## config.mk

```make
export PLATFORM = sky130hd
export DESIGN_NAME = instr_loader_flat
export DESIGN_NICKNAME = d
export VERILOG_FILES = /design/src/rtl/instr_loader_if.sv /design/src/rtl/instr_loader.sv /design/src/flat_wrapper.sv
export SDC_FILE = /design/constraint.sdc
export NUM_CORES = 1
export LEC_CHECK = 0
export CAP_MARGIN = 20
export CORE_MARGIN = 4
export CORE_UTILIZATION = 58
export DETAILED_ROUTE_END_ITERATION = 10
export PLACE_DENSITY = 0.82
export SLEW_MARGIN = 30
export SYNTH_ARGS = -nofsm -noshare
export SYNTH_HDL_FRONTEND = slang
export SYNTH_SLANG_ARGS = --single-unit
```

## constraint.sdc

```tcl
create_clock -name clk_i -period 4.5 [get_ports clk_i]
set_input_delay 0.9 -clock clk_i [delete_from_list [all_inputs] [get_ports clk_i]]
set_output_delay 0.9 -clock clk_i [all_outputs]
set_load 0.01 [all_outputs]
```

## src/rtl/instr_loader_if.sv

```systemverilog
// rtl/instr_loader_if.sv - byte stream, memory write port and status bundle for instr_loader
interface instr_loader_if #(
    parameter int ADDRESS_WIDTH = 32,
    parameter int BYTE_WIDTH    = 8
);
    logic                     start_i;
    logic [BYTE_WIDTH-1:0]    byte_i;
    logic                     byte_valid_i;
    logic                     byte_ready_o;
    logic                     we_o;
    logic [ADDRESS_WIDTH-1:0] wa_o;
    logic [BYTE_WIDTH-1:0]    wd_o;
    logic                     busy_o;
    logic                     done_o;
    logic                     err_o;
    logic                     hold_o;

    // host side: drives the stream and start, observes memory port and status
    modport master (
        output start_i, byte_i, byte_valid_i,
        input  byte_ready_o, we_o, wa_o, wd_o, busy_o, done_o, err_o, hold_o
    );

    // loader side
    modport slave (
        input  start_i, byte_i, byte_valid_i,
        output byte_ready_o, we_o, wa_o, wd_o, busy_o, done_o, err_o, hold_o
    );
endinterface

```

## src/rtl/instr_loader.sv

```systemverilog
// rtl/instr_loader.sv - boot loader: length, payload, checksum stream into instruction memory
module instr_loader #(
    parameter int ADDRESS_WIDTH = 32,
    parameter int BYTE_WIDTH    = 8,
    parameter int MEM_BYTES     = 4096
) (
    input  logic          clk_i,
    input  logic          rst_i,
    instr_loader_if.slave bus
);
    typedef enum logic [2:0] {IDLE, LEN, DATA, CHK, DONE, ERR} state_t;

    localparam logic [ADDRESS_WIDTH-1:0] MAX_LEN = ADDRESS_WIDTH'(MEM_BYTES);
    localparam logic [ADDRESS_WIDTH-1:0] ONE     = ADDRESS_WIDTH'(1);

    state_t                   state_q, state_d;
    logic [1:0]               cnt_q, cnt_d;
    logic [ADDRESS_WIDTH-1:0] len_q, len_d;
    logic [ADDRESS_WIDTH-1:0] addr_q, addr_d;
    logic [BYTE_WIDTH-1:0]    sum_q, sum_d;
    logic                     we_q, we_d;
    logic [ADDRESS_WIDTH-1:0] wa_q, wa_d;
    logic [BYTE_WIDTH-1:0]    wd_q, wd_d;
    logic                     ready_q, ready_d;
    logic                     busy_q, busy_d;
    logic                     done_q, done_d;
    logic                     err_q, err_d;
    logic                     hold_q, hold_d;

    logic                     accept;
    logic [ADDRESS_WIDTH-1:0] len_shift;

    // ready_q is a registered decode of the state, so accept never loops back into ready
    assign accept = bus.byte_valid_i && ready_q;
    // length arrives LSB first: shifting each byte in at the top leaves byte 0 in bits 7:0 after the 4th
    assign len_shift = {bus.byte_i, len_q[ADDRESS_WIDTH-1:BYTE_WIDTH]};

    // next-state, counter and registered-output computation
    always_comb begin
        state_d = state_q;
        cnt_d   = cnt_q;
        len_d   = len_q;
        addr_d  = addr_q;
        sum_d   = sum_q;
        we_d    = 1'b0;
        wa_d    = wa_q;
        wd_d    = wd_q;
        case (state_q)
            IDLE, DONE, ERR: begin
                if (bus.start_i) begin
                    state_d = LEN;
                    cnt_d   = '0;
                    len_d   = '0;
                    addr_d  = '0;
                    sum_d   = '0;
                end
            end
            LEN: begin
                if (accept) begin
                    len_d = len_shift;
                    cnt_d = cnt_q + 2'd1;
                    if (cnt_q == 2'd3) begin
                        if (len_shift > MAX_LEN)      state_d = ERR;
                        else if (len_shift == '0)     state_d = CHK;
                        else                          state_d = DATA;
                    end
                end
            end
            DATA: begin
                if (accept) begin
                    we_d   = 1'b1;
                    wa_d   = addr_q;
                    wd_d   = bus.byte_i;
                    addr_d = addr_q + ONE;
                    sum_d  = sum_q + bus.byte_i;
                    if (addr_q == len_q - ONE) state_d = CHK;
                end
            end
            CHK: begin
                if (accept) state_d = (bus.byte_i == sum_q) ? DONE : ERR;
            end
            default: state_d = IDLE;
        endcase
        ready_d = (state_d == LEN) || (state_d == DATA) || (state_d == CHK);
        busy_d  = ready_d;
        done_d  = (state_d == DONE);
        err_d   = (state_d == ERR);
        hold_d  = (state_d != DONE);
    end

    // state and output registers; reset aborts any load and drops a pending write at once
    always_ff @(posedge clk_i or posedge rst_i) begin
        if (rst_i) begin
            state_q <= IDLE;
            cnt_q   <= '0;
            len_q   <= '0;
            addr_q  <= '0;
            sum_q   <= '0;
            we_q    <= 1'b0;
            wa_q    <= '0;
            wd_q    <= '0;
            ready_q <= 1'b0;
            busy_q  <= 1'b0;
            done_q  <= 1'b0;
            err_q   <= 1'b0;
            hold_q  <= 1'b1;
        end else begin
            state_q <= state_d;
            cnt_q   <= cnt_d;
            len_q   <= len_d;
            addr_q  <= addr_d;
            sum_q   <= sum_d;
            we_q    <= we_d;
            wa_q    <= wa_d;
            wd_q    <= wd_d;
            ready_q <= ready_d;
            busy_q  <= busy_d;
            done_q  <= done_d;
            err_q   <= err_d;
            hold_q  <= hold_d;
        end
    end

    assign bus.byte_ready_o = ready_q;
    assign bus.we_o         = we_q;
    assign bus.wa_o         = wa_q;
    assign bus.wd_o         = wd_q;
    assign bus.busy_o       = busy_q;
    assign bus.done_o       = done_q;
    assign bus.err_o        = err_q;
    assign bus.hold_o       = hold_q;
endmodule

```

## src/flat_wrapper.sv

```systemverilog
// flat-port wrapper written by rule: the top's interface ports become plain ports
module instr_loader_flat 
#(
    parameter int ADDRESS_WIDTH = 32,
    parameter int BYTE_WIDTH    = 8,
    parameter int MEM_BYTES     = 4096
)
  (clk_i, rst_i, bus_start_i, bus_byte_i, bus_byte_valid_i, bus_byte_ready_o, bus_we_o, bus_wa_o, bus_wd_o, bus_busy_o, bus_done_o, bus_err_o, bus_hold_o);
  instr_loader_if #(.ADDRESS_WIDTH(ADDRESS_WIDTH), .BYTE_WIDTH(BYTE_WIDTH)) bus_i ();
  input  logic clk_i;
  input  logic rst_i;
  input wire logic [$bits(bus_i.start_i)-1:0] bus_start_i;
  input wire logic [$bits(bus_i.byte_i)-1:0] bus_byte_i;
  input wire logic [$bits(bus_i.byte_valid_i)-1:0] bus_byte_valid_i;
  output wire logic [$bits(bus_i.byte_ready_o)-1:0] bus_byte_ready_o;
  output wire logic [$bits(bus_i.we_o)-1:0] bus_we_o;
  output wire logic [$bits(bus_i.wa_o)-1:0] bus_wa_o;
  output wire logic [$bits(bus_i.wd_o)-1:0] bus_wd_o;
  output wire logic [$bits(bus_i.busy_o)-1:0] bus_busy_o;
  output wire logic [$bits(bus_i.done_o)-1:0] bus_done_o;
  output wire logic [$bits(bus_i.err_o)-1:0] bus_err_o;
  output wire logic [$bits(bus_i.hold_o)-1:0] bus_hold_o;
  assign bus_i.start_i = bus_start_i;
  assign bus_i.byte_i = bus_byte_i;
  assign bus_i.byte_valid_i = bus_byte_valid_i;
  assign bus_byte_ready_o = bus_i.byte_ready_o;
  assign bus_we_o = bus_i.we_o;
  assign bus_wa_o = bus_i.wa_o;
  assign bus_wd_o = bus_i.wd_o;
  assign bus_busy_o = bus_i.busy_o;
  assign bus_done_o = bus_i.done_o;
  assign bus_err_o = bus_i.err_o;
  assign bus_hold_o = bus_i.hold_o;
  instr_loader #(.ADDRESS_WIDTH(ADDRESS_WIDTH), .BYTE_WIDTH(BYTE_WIDTH), .MEM_BYTES(MEM_BYTES)) u_core (.clk_i(clk_i), .rst_i(rst_i), .bus(bus_i));
endmodule
```

==> results.py <==
metrics = {
    "worst_setup_path": {
        "worst-endpoint-required_ns": 4.78,
        "path_class": "in -> reg",
        "critical_path.startpoint_type": "input port",
        "timing.critical_path.buf_inv": 1,
        "critPathMaxStageDelay_ns": 0.76,
        "timing.reg2reg.setup_slack_ns": 1.23,
        "critical-path-top-delay-family": "simple AND/OR/NAND/NOR gates",
        "critical_path.endpoint_type": "register",
        "path_max_fanout": 6,
        "worstPathCellList": "clkdlybuf4s50_1 -> nand4b_1 -> o22ai_1 -> nand4_1 -> nor4b_1 -> nand3_1 -> xor2_1 -> nor2_1",
        "cpMaxStageDelayCell": "sky130_fd_sc_hd__nor4b_1",
        "timing.critical_path.arrival_ns": 3.67,
    },
    "floorplanning": {
        "die_area_um2": 13270,
        "fp.dieW_um": 115.2,
        "vertical_die_dimension_um": 115.2,
        "boundaryPins": 58,
        "initial_utilization_pct": 60.44,
        "core-area_um2": 11030,
        "rows": 38,
    },
    "sta": {
        "slew-limit-headroom_pct": 44.08,
        "setup_viol": 0,
        "setup_repair_after_global_routing_missed_its_margin": "false",
        "finalHoldViolCount": 0,
        "measured_slew_at_the_worst_slew_check_pin_ns": 0.8388,
        "drv_slew": 0,
        "timing.final.crit_period_ns": 3.389,
        "fin_crit_sh_pct": 75.30,
        "setup-tns-final_ns": 0,
        "timing.clock.skew_ns": 0.007119,
        "max_clock_freq_ghz": 0.2951,
        "fin_hold_ws_ns": 0.4702,
    },
    "route": {
        "drtAntennaViolNets": 0,
        "detail_route.vias_per_cell": 6.077,
        "route.detailed.wl_per_inst_um": 18.37,
        "drt-pass1-iter-count": 6,
        "routed_wirelength_mm": 17.71,
        "remaining_drc_errors": 0,
        "first_iter_violations": 583,
        "via_count": 5858,
    },
    "cells_and_area": {
        "final.fill_count": 849,
        "net_count_of_the_finished_layout": 834,
        "utilization_pct": 71.43,
        "finalInstanceArea_um2": 7879,
        "layout-drive-gt1-share_pct": 7.646,
        "syn2layout_area_growth_pct": 18.19,
        "antenna_cells": 0,
    },
    "place": {
        "buffer_ports.inserted": 57,
        "place_area_um2": 7306,
        "place_congestion": 0.9417,
        "dp_hpwl_mm": 11.80,
    },
    "yosys": {
        "post-synth-top-area-fraction_pct": 45.42,
        "synth_top_cells_by_area": "sky130_fd_sc_hd__dfrtp_1 (45%), sky130_fd_sc_hd__nand2_1 (12%), sky130_fd_sc_hd__xnor2_1 (5.9%)",
        "synthesis.yosys.warnings": 0,
        "syn_inst": 777,
        "synth.ff_latch_count": 122,
        "synth.net_count": 800,
        "synth.distinct_cells": 65,
        "mappedNetlistArea_um2": 6666,
        "synth-edff-count": 0,
        "postSynth.asyncResetShare_pct": 100.0,
        "synth-seq-area-share_pct": 45.81,
        "ys.flop_type": "sky130_fd_sc_hd__dfrtp_1",
        "synth_area_per_cell_um2": 8.580,
        "yosysTopAreaCell": "sky130_fd_sc_hd__dfrtp_1",
    },
    "pwr": {
        "seq_power_share_pct": 33.6,
        "power.static_leakage_uw": 0.003569,
        "power_total_uw": 4351,
        "pwr-share-comb_pct": 35.7,
        "cell_internal_pwr_uw": 2678,
        "netSwitchingFraction_pct": 38.43,
        "vdd.ir_drop.worst_mv": 0.3597,
        "power_frac_clock_pct": 30.6,
        "netSwitchingPower_uw": 1672,
        "power_per_cell_area_nw_per_um2": 552.2,
    },
    "cts": {
        "clock_latency_ns": 0.42,
        "tritoncts": "yes",
        "cts-buffers-inserted": 17,
        "cts_hold_buffers": 0,
        "cts_root_buffer": "sky130_fd_sc_hd__clkbuf_16",
        "cts_resized": 0,
        "worst_setup_hold_path_clk_slew_ns": 0.05,
        "htree_num_levels": 4,
        "cts.sinks": 122,
        "ctsLongestPathBuffers": 2,
        "cts_setup_buffers": 0,
    },
    "global_routing": {
        "grt_antenna_before_repair": 0,
        "gr-total-overflow": 0,
        "grt_pass1_vias": 5806,
        "global_route_wire_length_before_repair_mm": 29.32,
        "grtUsageTotal_pct": 28.40,
        "pin_count_of_the_biggest_net_entering_global_routing": 70,
    },
    "flow_run": {
        "max_cap_violations": 0,
    },
    "worst_hold_path": {
        "hold_path_class": "reg -> reg",
    },
    "status": {
        "run_status": "completed",
    },
}
area by class of cell:
| type | instances | area [um2] | share of cell area [%] |
|---|---|---|---|
| clock inverters | 9 | 95.09 | 1.207 |
| well taps | 140 | 175.2 | 2.223 |
| inverters | 14 | 55.05 | 0.6987 |
| clock buffers | 23 | 478.0 | 6.066 |
| flip-flops and latches | 122 | 3054 | 38.76 |
| repair buffers | 63 | 628.1 | 7.972 |
| multi-input cells | 593 | 3393 | 43.07 |
cells by family (layout without fill, tap and decap cells):
| family | Yosys count | count (layout) | share of synthesized area, % |
|---|---|---|---|
| AND/OR/NAND/NOR | 398 | 398 | 28.36 |
| buffers and inverters | 62 | 109 | 3.585 |
| AO/OA/AOI/OAI | 105 | 105 | 9.554 |
| flip-flops | 122 | 122 | 45.81 |
| multiplexers | 5 | 5 | 0.7883 |
| XOR/XNOR | 74 | 74 | 9.722 |
| adder cells (fa/ha/maj) | 11 | 11 | 2.177 |
routing by layer:
metal	vias up	share of wire [%]	GRT usage [%]
met1	2853	40	36.02
met5	-	0	0
met3	47	8.2	7.737
met4	0	2.6	10.64
met2	262	49	46.72
li1	2696	-	-
through the flow:
step	instances	setup WS, ns
finish	964	1.111
global route	964	0.9031
CTS	964	1.178
detailed placement	932	0.8703
global placement	932	1.123
floorplan	777	0.3591
final timing paths:
check / to / cells after the start / from
worst max-delay path: u_core.addr_q[29]$_DFFE_PP0P_ / 8 / bus_byte_valid_i
worst min-delay path: u_core.bus.wa_o[4]$_DFFE_PP0P_ / 2 / u_core.bus.wa_o[4]$_DFFE_PP0P_
worst max register to register: u_core.state_q[0]$_DFF_PP0_ / 9 / u_core.len_q[0]$_DFFE_PP0P_
worst min register to register: u_core.bus.wa_o[4]$_DFFE_PP0P_ / 2 / u_core.bus.wa_o[4]$_DFFE_PP0P_
max in group asynchronous: u_core.bus.wa_o[28]$_DFFE_PP0P_ / 3 / rst_i
min in group asynchronous: u_core.sum_q[1]$_DFFE_PP0P_ / 2 / rst_i
worst reg2reg max path: cells and delay by family (launching register included):
kind | cells | cell delay (ns)
buffers and inverters | 1 | 0.10
DFF | 1 | 0.46
and+or+nand+nor | 4 | 1.42
adders and majority gates | 1 | 0.41
muxes | 1 | 0.24
AOI/OAI and AO/OA | 1 | 0.34
xor gates and xnor gates | 1 | 0.19
sequential cells by signal, summed over array words and instances (netlist names):
register / flops
u_core.bus.done_o: 1
u_core.bus.byte_ready_o: 1
u_core.sum_q: 8
u_core.bus.hold_o: 1
u_core.addr_q: 32
u_core.len_q: 32
u_core.bus.err_o: 1
u_core.bus.we_o: 1
u_core.bus.wa_o: 32
u_core.bus.wd_o: 8
u_core.cnt_q: 2
u_core.state_q: 3
power groups by stage:
| stage | sequential, uW | clock (uW) | combinational, uW |
|---|---|---|---|
| after floorplan | 1340 | 0 | 1220 |
| after global placement | 1460 | 0 | 1450 |
| after detailed placement | 1470 | 0 | 1500 |
| after CTS | 1460 | 1340 | 1520 |
| after global routing | 1480 | 1390 | 1710 |
| final | 1460 | 1330 | 1560 |
layout by cell type, fill, tap and decap left out, types with 3 or more instances in the layout:
| cell | count |
|---|---|
| sky130_fd_sc_hd__clkbuf_16 | 17 |
| sky130_fd_sc_hd__o211ai_1 | 3 |
| sky130_fd_sc_hd__nor2b_1 | 3 |
| sky130_fd_sc_hd__clkinv_2 | 7 |
| sky130_fd_sc_hd__or4_1 | 6 |
| sky130_fd_sc_hd__nor2_1 | 51 |
| sky130_fd_sc_hd__nand4b_1 | 3 |
| sky130_fd_sc_hd__nor3_2 | 3 |
| sky130_fd_sc_hd__o41ai_1 | 3 |
| sky130_fd_sc_hd__nor4_1 | 7 |
| sky130_fd_sc_hd__nand2_1 | 208 |
| sky130_fd_sc_hd__a31o_2 | 3 |
| sky130_fd_sc_hd__nand4_1 | 18 |
| sky130_fd_sc_hd__a21o_1 | 3 |
| sky130_fd_sc_hd__buf_4 | 5 |
| sky130_fd_sc_hd__or3_1 | 13 |
| sky130_fd_sc_hd__ha_1 | 10 |
| sky130_fd_sc_hd__nand3b_1 | 3 |
| sky130_fd_sc_hd__o21ai_0 | 52 |
| sky130_fd_sc_hd__clkbuf_8 | 3 |
| sky130_fd_sc_hd__xor2_1 | 29 |
| sky130_fd_sc_hd__clkdlybuf4s50_1 | 57 |
| sky130_fd_sc_hd__inv_1 | 12 |
| sky130_fd_sc_hd__xnor2_1 | 45 |
| sky130_fd_sc_hd__mux2i_1 | 3 |
| sky130_fd_sc_hd__nor4b_1 | 3 |
| sky130_fd_sc_hd__or2_2 | 3 |
| sky130_fd_sc_hd__and3_1 | 6 |
| sky130_fd_sc_hd__clkbuf_1 | 3 |
| sky130_fd_sc_hd__dfrtp_1 | 121 |
| sky130_fd_sc_hd__nor3_1 | 19 |
| sky130_fd_sc_hd__nand3_1 | 21 |
| sky130_fd_sc_hd__nand2b_1 | 9 |
| sky130_fd_sc_hd__a41oi_1 | 3 |
| sky130_fd_sc_hd__nor3b_1 | 4 |
| sky130_fd_sc_hd__a21oi_1 | 19 |
Yosys cell counts, drive strengths merged (4+ instances only):
| cell | instances |
|---|---|
| nand2 | 208 |
| dfrtp | 121 |
| nor2 | 53 |
| o21ai | 52 |
| xnor2 | 45 |
| clkbuf | 44 |
| xor2 | 29 |
| nor3 | 22 |
| nand3 | 21 |
| a21oi | 19 |
| nand4 | 19 |
| inv | 14 |
| or3 | 13 |
| ha | 10 |
| nand2b | 9 |
| nor4 | 9 |
| or4 | 9 |
| and3 | 8 |
| buf | 4 |
| nor3b | 4 |
| o41ai | 4 |
No activity file was read; power rests on OpenSTA's default activity.
